File: config.mk
export PLATFORM = sky130hd
export DESIGN_NAME = mux16_rr_arbiter
export DESIGN_NICKNAME = d
export VERILOG_FILES = /design/src/rtl/mux16_rr_arbiter.sv
export SDC_FILE = /design/constraint.sdc
export NUM_CORES = 1
export LEC_CHECK = 0
export BUFFER_PORTS_ARGS = -buffer_cell sky130_fd_sc_hd__buf_2
export CAP_MARGIN = 15
export CORE_MARGIN = 2
export CORE_UTILIZATION = 61
export CTS_CLUSTER_DIAMETER = 150
export DETAILED_ROUTE_END_ITERATION = 6
export GPL_TIMING_DRIVEN = 1
export PLACE_DENSITY = 0.81
export SLEW_MARGIN = 20
export SYNTH_ARGS = -nofsm -noshare
export SYNTH_HDL_FRONTEND = slang
export SYNTH_SLANG_ARGS = --single-unit
File: constraint.sdc
create_clock -name clk -period 5 [get_ports clk]
set_input_delay 1 -clock clk [delete_from_list [all_inputs] [get_ports clk]]
set_output_delay 1 -clock clk [all_outputs]
set_load 0.01 [all_outputs]
File: src/rtl/mux16_rr_arbiter.sv
// Round-robin arbiter and select sequencer for the 16:1 mux datapath.
// Grants one requester at a time for up to BURST accepted beats. Drives the
// mux select and a one-hot grant. Reloads the next winner on the release edge,
// so no bubble cycle appears between grants.
module mux16_rr_arbiter #(
    parameter int unsigned BURST = 4
) (
    input  logic        clk,
    input  logic        rst,
    input  logic [0:15] req,
    output logic [0:3]  sel,
    output logic [0:15] gnt,
    output logic        out_valid,
    input  logic        out_ready,
    output logic        last,
    output logic        busy
);

    typedef enum logic {
        IDLE,
        GRANT
    } state_t;

    localparam logic [3:0] LAST_CNT = 4'(BURST - 1);

    state_t      state, state_n;
    logic [3:0]  ptr, ptr_n;
    logic [3:0]  cnt, cnt_n;
    logic [0:3]  sel_n;
    logic [0:15] gnt_n;

    logic [3:0]  base;
    logic [3:0]  idx;
    logic [3:0]  win;
    logic        found;

    logic        cur_req;
    logic        beat;
    logic        final_beat;
    logic        rel_g;

    assign cur_req    = req[sel];
    assign busy       = (state == GRANT);
    assign out_valid  = busy & cur_req;
    assign beat       = out_valid & out_ready;
    assign last       = out_valid & (cnt == LAST_CNT);
    assign final_beat = beat & (cnt == LAST_CNT);
    assign rel_g      = busy & (final_beat | ~cur_req);

    // Round-robin search: starts after the last granted index and visits that
    // index last. While a grant is held, ptr is about to become sel on
    // release, so sel is used as the base directly.
    always_comb begin
        base  = busy ? sel : ptr;
        found = 1'b0;
        win   = base;
        idx   = base;
        for (int unsigned i = 1; i <= 16; i++) begin
            idx = base + 4'(i);
            if (!found && req[idx]) begin
                found = 1'b1;
                win   = idx;
            end
        end
    end

    // Next-state and register-update logic for the grant sequencer.
    always_comb begin
        state_n = state;
        sel_n   = sel;
        gnt_n   = gnt;
        cnt_n   = cnt;
        ptr_n   = ptr;
        case (state)
            IDLE: begin
                if (found) begin
                    state_n     = GRANT;
                    sel_n       = win;
                    gnt_n       = '0;
                    gnt_n[win]  = 1'b1;
                    cnt_n       = '0;
                end
            end
            GRANT: begin
                if (rel_g) begin
                    ptr_n = sel;
                    cnt_n = '0;
                    if (found) begin
                        sel_n      = win;
                        gnt_n      = '0;
                        gnt_n[win] = 1'b1;
                    end else begin
                        state_n = IDLE;
                        gnt_n   = '0;
                    end
                end else if (beat) begin
                    cnt_n = cnt + 4'd1;
                end
            end
            default: begin
                state_n = IDLE;
                gnt_n   = '0;
            end
        endcase
    end

    // State and grant registers; asynchronous reset discards any burst in flight.
    always_ff @(posedge clk or posedge rst) begin
        if (rst) begin
            state <= IDLE;
            sel   <= '0;
            gnt   <= '0;
            cnt   <= '0;
            ptr   <= '1;
        end else begin
            state <= state_n;
            sel   <= sel_n;
            gnt   <= gnt_n;
            cnt   <= cnt_n;
            ptr   <= ptr_n;
        end
    end

endmodule
* Yosys cells after proc, flatten, opt, wreduce, memory -nomap -nowiden
Index checks and enable logic that the tools add are counted.
Word-level totals: output and inout bits 23, input port bits 19, word-level logic and storage cells 204, register bits after elaboration 29
Cells by class: muxes and demuxes 100, add/sub/neg operators 16, order comparisons 19, equal/unequal tests 4, reduce and logical (&&, ||, !) cells 34, bitwise operators 26
Operators with widths (number):
- 5-bit >= comparator, second input constant | 18
- 4-bit NOT with 5-bit output | 18
- 4-bit two-way mux | 22
- 1-bit binary-select mux with 4-bit select | 17
- 1-bit two-way mux | 53
- 16-bit two-way mux | 3
- 4-bit adder, second input constant | 8
- 16-bit case mux with 2 select lines | 1
- 4-bit by 3-bit adder with 4-bit output, second input constant | 4
- 1-bit logical AND | 16
- 4-bit case mux with 2 select lines | 2
- 1-bit zero test | 15
- 4-bit by 1-bit adder with 4-bit output, second input constant | 2
- 4-bit by 2-bit adder with 4-bit output, second input constant | 2
- 2-bit AND reduction | 3
- 1-bit AND | 5
- 5-bit by 1-bit less-than comparator with 1-bit output, second input constant | 1
- 1-bit demux with 4-bit select | 1
- 4-bit by 2-bit equality test with 1-bit output, second input constant | 1
- 3-bit by 1-bit != test with 1-bit output, second input constant | 1
- 2-bit by 1-bit != test with 1-bit output, second input constant | 1
- 2-bit != test, second input constant | 1
- 1-bit NOT | 2
- 1-bit case mux with 2 select lines | 1
- 1-bit OR | 1

* Logic depth before layout (Yosys ltp)
word-level depth 60, gate-level depth with buffers 20, depth with buffers taken out 14

* Least setup slack after synthesis
No wires, ideal clock.
path kind reg-to-reg, start point reg state, in the netlist busy, end point reg sel[1] in the netlist's numbering, clock period less this slack 4.482 ns, arrival 4.357 ns, buffers on the path 5, stages on the path, launching flop included 20, path slack 0.518 ns, setup time 0.125 ns, required time 4.875 ns, cell sequence dfrtp_1 > buf_6 > mux2i_4 > buf_6 > inv_4 > buf_2 > ha_1 > and3_1 > o21ai_0 > a21boi_1 > mux2_2 > o22a_1 > clkbuf_1 > and2_1 > a221o_1 > a21oi_1 > o21ai_1 > o21a_1 > buf_6 > mux2_2
Between the ends: longest elaborated chain between the ends 55, elaborated cells on any way between the ends 152, classes of those cells add/sub (15); eq/ne (1); mux (84); bitwise (22); reduce/logical (30)
RTL lines:
- start, declared | line 26 | state_t state, state_n;
- start signal, assigned | line 116 | state <= state_n;
- 4-bit two-way mux | line 54 | base = busy ? sel : ptr;
- 4-bit by 1-bit adder with 4-bit output | line 59 | idx = base + 4'(i);
- 4-bit NOT with 5-bit output (implied by the code) | line 60 | if (!found && req[idx]) begin
- 1-bit binary-select mux with 4-bit select | line 60
- 1-bit two-way mux (implied by the code) (2 in series) | line 60
- 1-bit two-way mux | line 60
- 1-bit zero test | line 60
- 1-bit logical AND | line 60
- (+38 left out)
- 1-bit logical AND | line 60
- 1-bit two-way mux | line 60
- 1-bit zero test | line 60
- 1-bit logical AND | line 60
- 4-bit two-way mux or 1-bit two-way mux (tied branches) | line 60
- 4-bit two-way mux | line 76, 88
- 4-bit two-way mux | line 85 | if (rel_g) begin
- 4-bit case mux with 2 select lines | line 74 | case (state)
- end signal, assigned | line 117 | sel <= sel_n;
- end, declared | line 11 | output logic [0:3] sel,
Parallel ways exist; a longest one is shown, timed or not. The select of a mux whose other input is x is not followed. A chain may end at the register's enable or synchronous reset.

* Worst setup path in the final report
start point reg state, in the netlist busy, end point reg gnt[13] in the netlist's numbering
Between the ends: longest elaborated chain between the ends 60, elaborated cells on any way between the ends 161, classes of those cells add/sub (15); order compare (2); eq/ne (2); mux (87); bitwise (23); reduce/logical (32)
RTL lines:
- 4-bit two-way mux | line 54
- 4-bit by 1-bit adder with 4-bit output | line 59
- 4-bit NOT with 5-bit output (implied by the code) | line 60
- 1-bit binary-select mux with 4-bit select | line 60
- 1-bit two-way mux (implied by the code) (2 in series) | line 60
- 1-bit two-way mux | line 60
- 1-bit zero test | line 60
- 1-bit logical AND | line 60
- (+43 left out)
- 4-bit NOT with 5-bit output (implied by the code) | line 80, 91
- 5-bit >= comparator (implied by the code) or 5-bit by 1-bit less-than comparator with 1-bit output (tied branches) | line 80, 91
- 1-bit logical AND (implied by the code) | line 80, 91
- 1-bit two-way mux (implied by the code) | line 80, 91
- 1-bit demux with 4-bit select | line 80, 91
- 16-bit two-way mux | line 88 | if (found) begin
- 16-bit two-way mux | line 85
- 16-bit case mux with 2 select lines | line 74
- end signal, assigned | line 118 | gnt <= gnt_n;
- end, declared | line 12 | output logic [0:15] gnt,
Parallel ways exist; a longest one is shown, timed or not. The select of a mux whose other input is x is not followed.

==> results.py <==
metrics = {
    "place": {
        "dpl_worst_slack_ns": 0.0242,
        "dp_hpwl_mm": 8.82,
        "numPortBuffers": 41,
        "place_congestion": 1.09,
        "placed_cells": 522,
    },
    "detailed_routing": {
        "drt_wl_total_mm": 11.3,
        "wl_per_cell_um": 21.4,
        "first_pass_iters": 4,
        "drtIter0Drc": 232,
        "via_per_inst": 6.93,
        "drc": 0,
        "drt.antenna.violating_nets": 0,
        "route.vias.total": 3673,
    },
    "synthesis": {
        "postSynthCellCount": 406,
        "yosysSeqAreaShare_pct": 18.9,
        "synthArstFlopShare_pct": 100,
        "yosysWarnings": 0,
        "synth_cell_types": 70,
        "synth.top_cell.area_share_pct": 16.2,
        "synthFlopType": "dfrtp_1",
        "synth-edff-count": 0,
        "syn_area_per_cell_um2": 9.50,
        "syn-num-nets": 434,
        "synth_top_cell_by_area": "dfrtp_1",
        "ys_ff_latch": 29,
        "synth_area_um2": 3860,
        "synth.area.top_cells": "dfrtp_1 (16%), mux4_2 (14%), mux2i_1 (13%)",
    },
    "sta": {
        "fin_setup_tns_ns": 0,
        "timing.final.crit_share_pct": 94.6,
        "finalWorstPathRequiredPeriod_ns": 4.73,
        "setup_viol": 0,
        "hold_viol_final": 0,
        "setup_slack_ns": 0.271,
        "skew_ns": 0.00919,
        "rsz0062_at_grt": "false",
        "drv_slew": 0,
        "worstMarginPinSlew_ns": 0.850,
        "whs_ns": 0.486,
        "fmax_mhz": 211,
        "slew_headroom_pct": 41.7,
    },
    "floorplanning": {
        "die_y_um": 83.5,
        "chipWidth_um": 83.5,
        "rows": 28,
        "io_pins": 42,
        "start_util_pct": 64.0,
        "die_area_um2": 6980,
        "core_um2": 6030,
    },
    "finish": {
        "final_cell_mix": "mux2i_1 (51), buf_2 (41), nand2_1 (36)",
        "antenna_cells": 0,
        "finalNonFillerCells": 530,
        "regArea_um2": 731,
        "final_common_cell": "mux2i_1",
        "multi_input_area_um2": 2940,
        "layout-drive-gt1-share_pct": 30.8,
        "fillers": 481,
        "nNetsFinal": 482,
        "area_delta_synth_final_pct": 12.2,
    },
    "cts": {
        "h-tree-depth": 2,
        "clockBufferDepth": 2,
        "cts_inserted_buffers": 5,
        "insertion_delay_ns": 0.29,
        "clock-sinks": 29,
        "cts_tree": "yes",
        "clkTransAtPathRegs_ns": 0.07,
        "cts_root_buf": "clkbuf_8",
        "cts_post_setup_buffers_inserted": 0,
    },
    "grt": {
        "grt_max_degree": 30,
        "antenna_found_initial": 0,
        "grt-ovfl-total": 0,
        "grt_pass1_wl_mm": 18.2,
        "track_usage_pct": 32.6,
        "grt_pass1_vias": 3537,
    },
    "setup_path": {
        "end_kind": "register",
        "cp-start-kind": "register",
        "cp_data_arrival_time_ns": 4.94,
        "cp_max_fo": 9,
        "r2r_slack_ns": 0.27,
        "crit_required_ns": 5.21,
        "crit_type": "register to register",
    },
    "run": {
        "max_cap_viol_count": 0,
    },
    "worst_hold_path": {
        "min_path_type": "register to register",
    },
    "outcome": {
        "status": "complete, no violations",
    },
}
path summary, 6_finish.rpt:
kind | depth (start not counted) | endpoint | start
max reg2reg | 12 | gnt[13] | busy
min reg2reg | 2 | gnt[11] | gnt[11]
min in group asynchronous | 2 | sel[3] | rst
max in group asynchronous | 2 | sel[0] | rst
min | 2 | gnt[11] | gnt[11]
max | 12 | gnt[13] | busy
flip-flops by register name, indices dropped and copies added, names as in the netlist:
signal  flops
busy        1
cnt         4
ptr         4
sel         4
gnt        16
final cells by class:
cell class	count	share of cell area [%]
Multi-Input combinational cell	340	67.9
Clock buffer	5	1.59
Inverter	15	1.42
Timing Repair Buffer	63	8.56
Clock inverter	3	1.50
Sequential cell	29	16.9
Tap cell	75	2.17
per-layer routing:
metal  GRT usage (%)  share of wire [%]  vias to the layer above
li1                -                  -                     1678
met1            42.4                 40                     1773
met2            54.4                 48                      182
met3            3.96                7.1                       40
met4            15.1                4.1                        0
met5               0                  0                        -
cells by family after synthesis:
logic type      share of synthesized area [%]
xor+xnor                                 4.28
fa+ha+maj                                2.92
simple gates                             13.9
compound gates                           19.2
mux                                      35.5
flops                                    18.9
buf+inv                                  5.32
worst max-delay path, cell delays in order (launching register included):
cell and delay [ns]:
dfrtp_1 0.44, buf_4 0.21, mux2i_4 0.49, mux2i_1 0.78
mux2i_1 0.19, mux4_2 0.57, nor2b_2 0.32, nand3_1 0.35
a211oi_1 0.46, a211o_1 0.20, o211a_2 0.29, o211ai_1 0.18
o21ai_1 0.17
cells in the mapped netlist, types with 6 or more instances:
library cell  number
ha_1               9
o31ai_1            9
buf_2              7
a31oi_1            9
inv_1             11
mux2i_1           52
nand3_1           15
clkbuf_1           8
mux4_2            24
a21oi_1           13
o22ai_1            6
nand2_1           36
o21ai_0            7
mux2_2            18
nor2_1            23
and3_1             7
dfrtp_1           25
o21ai_1           15
xnor2_1           11
metrics by stage:
step	cell area (um2)	utilization, %
final	4330	71.8
after global routing	4330	71.8
after CTS	4310	71.6
after detailed placement	4180	69.3
after global placement	4180	69.3
after floorplan	3860	-
timing repair:
item	in CTS	in global routing
endpoints found under the setup margin	0	19
hold buffers	0	0
resized for setup	0	4
Power is left out: the tool's default activity adds up to more than one toggle a clock period on the data nets, which glitch-free logic cannot reach.
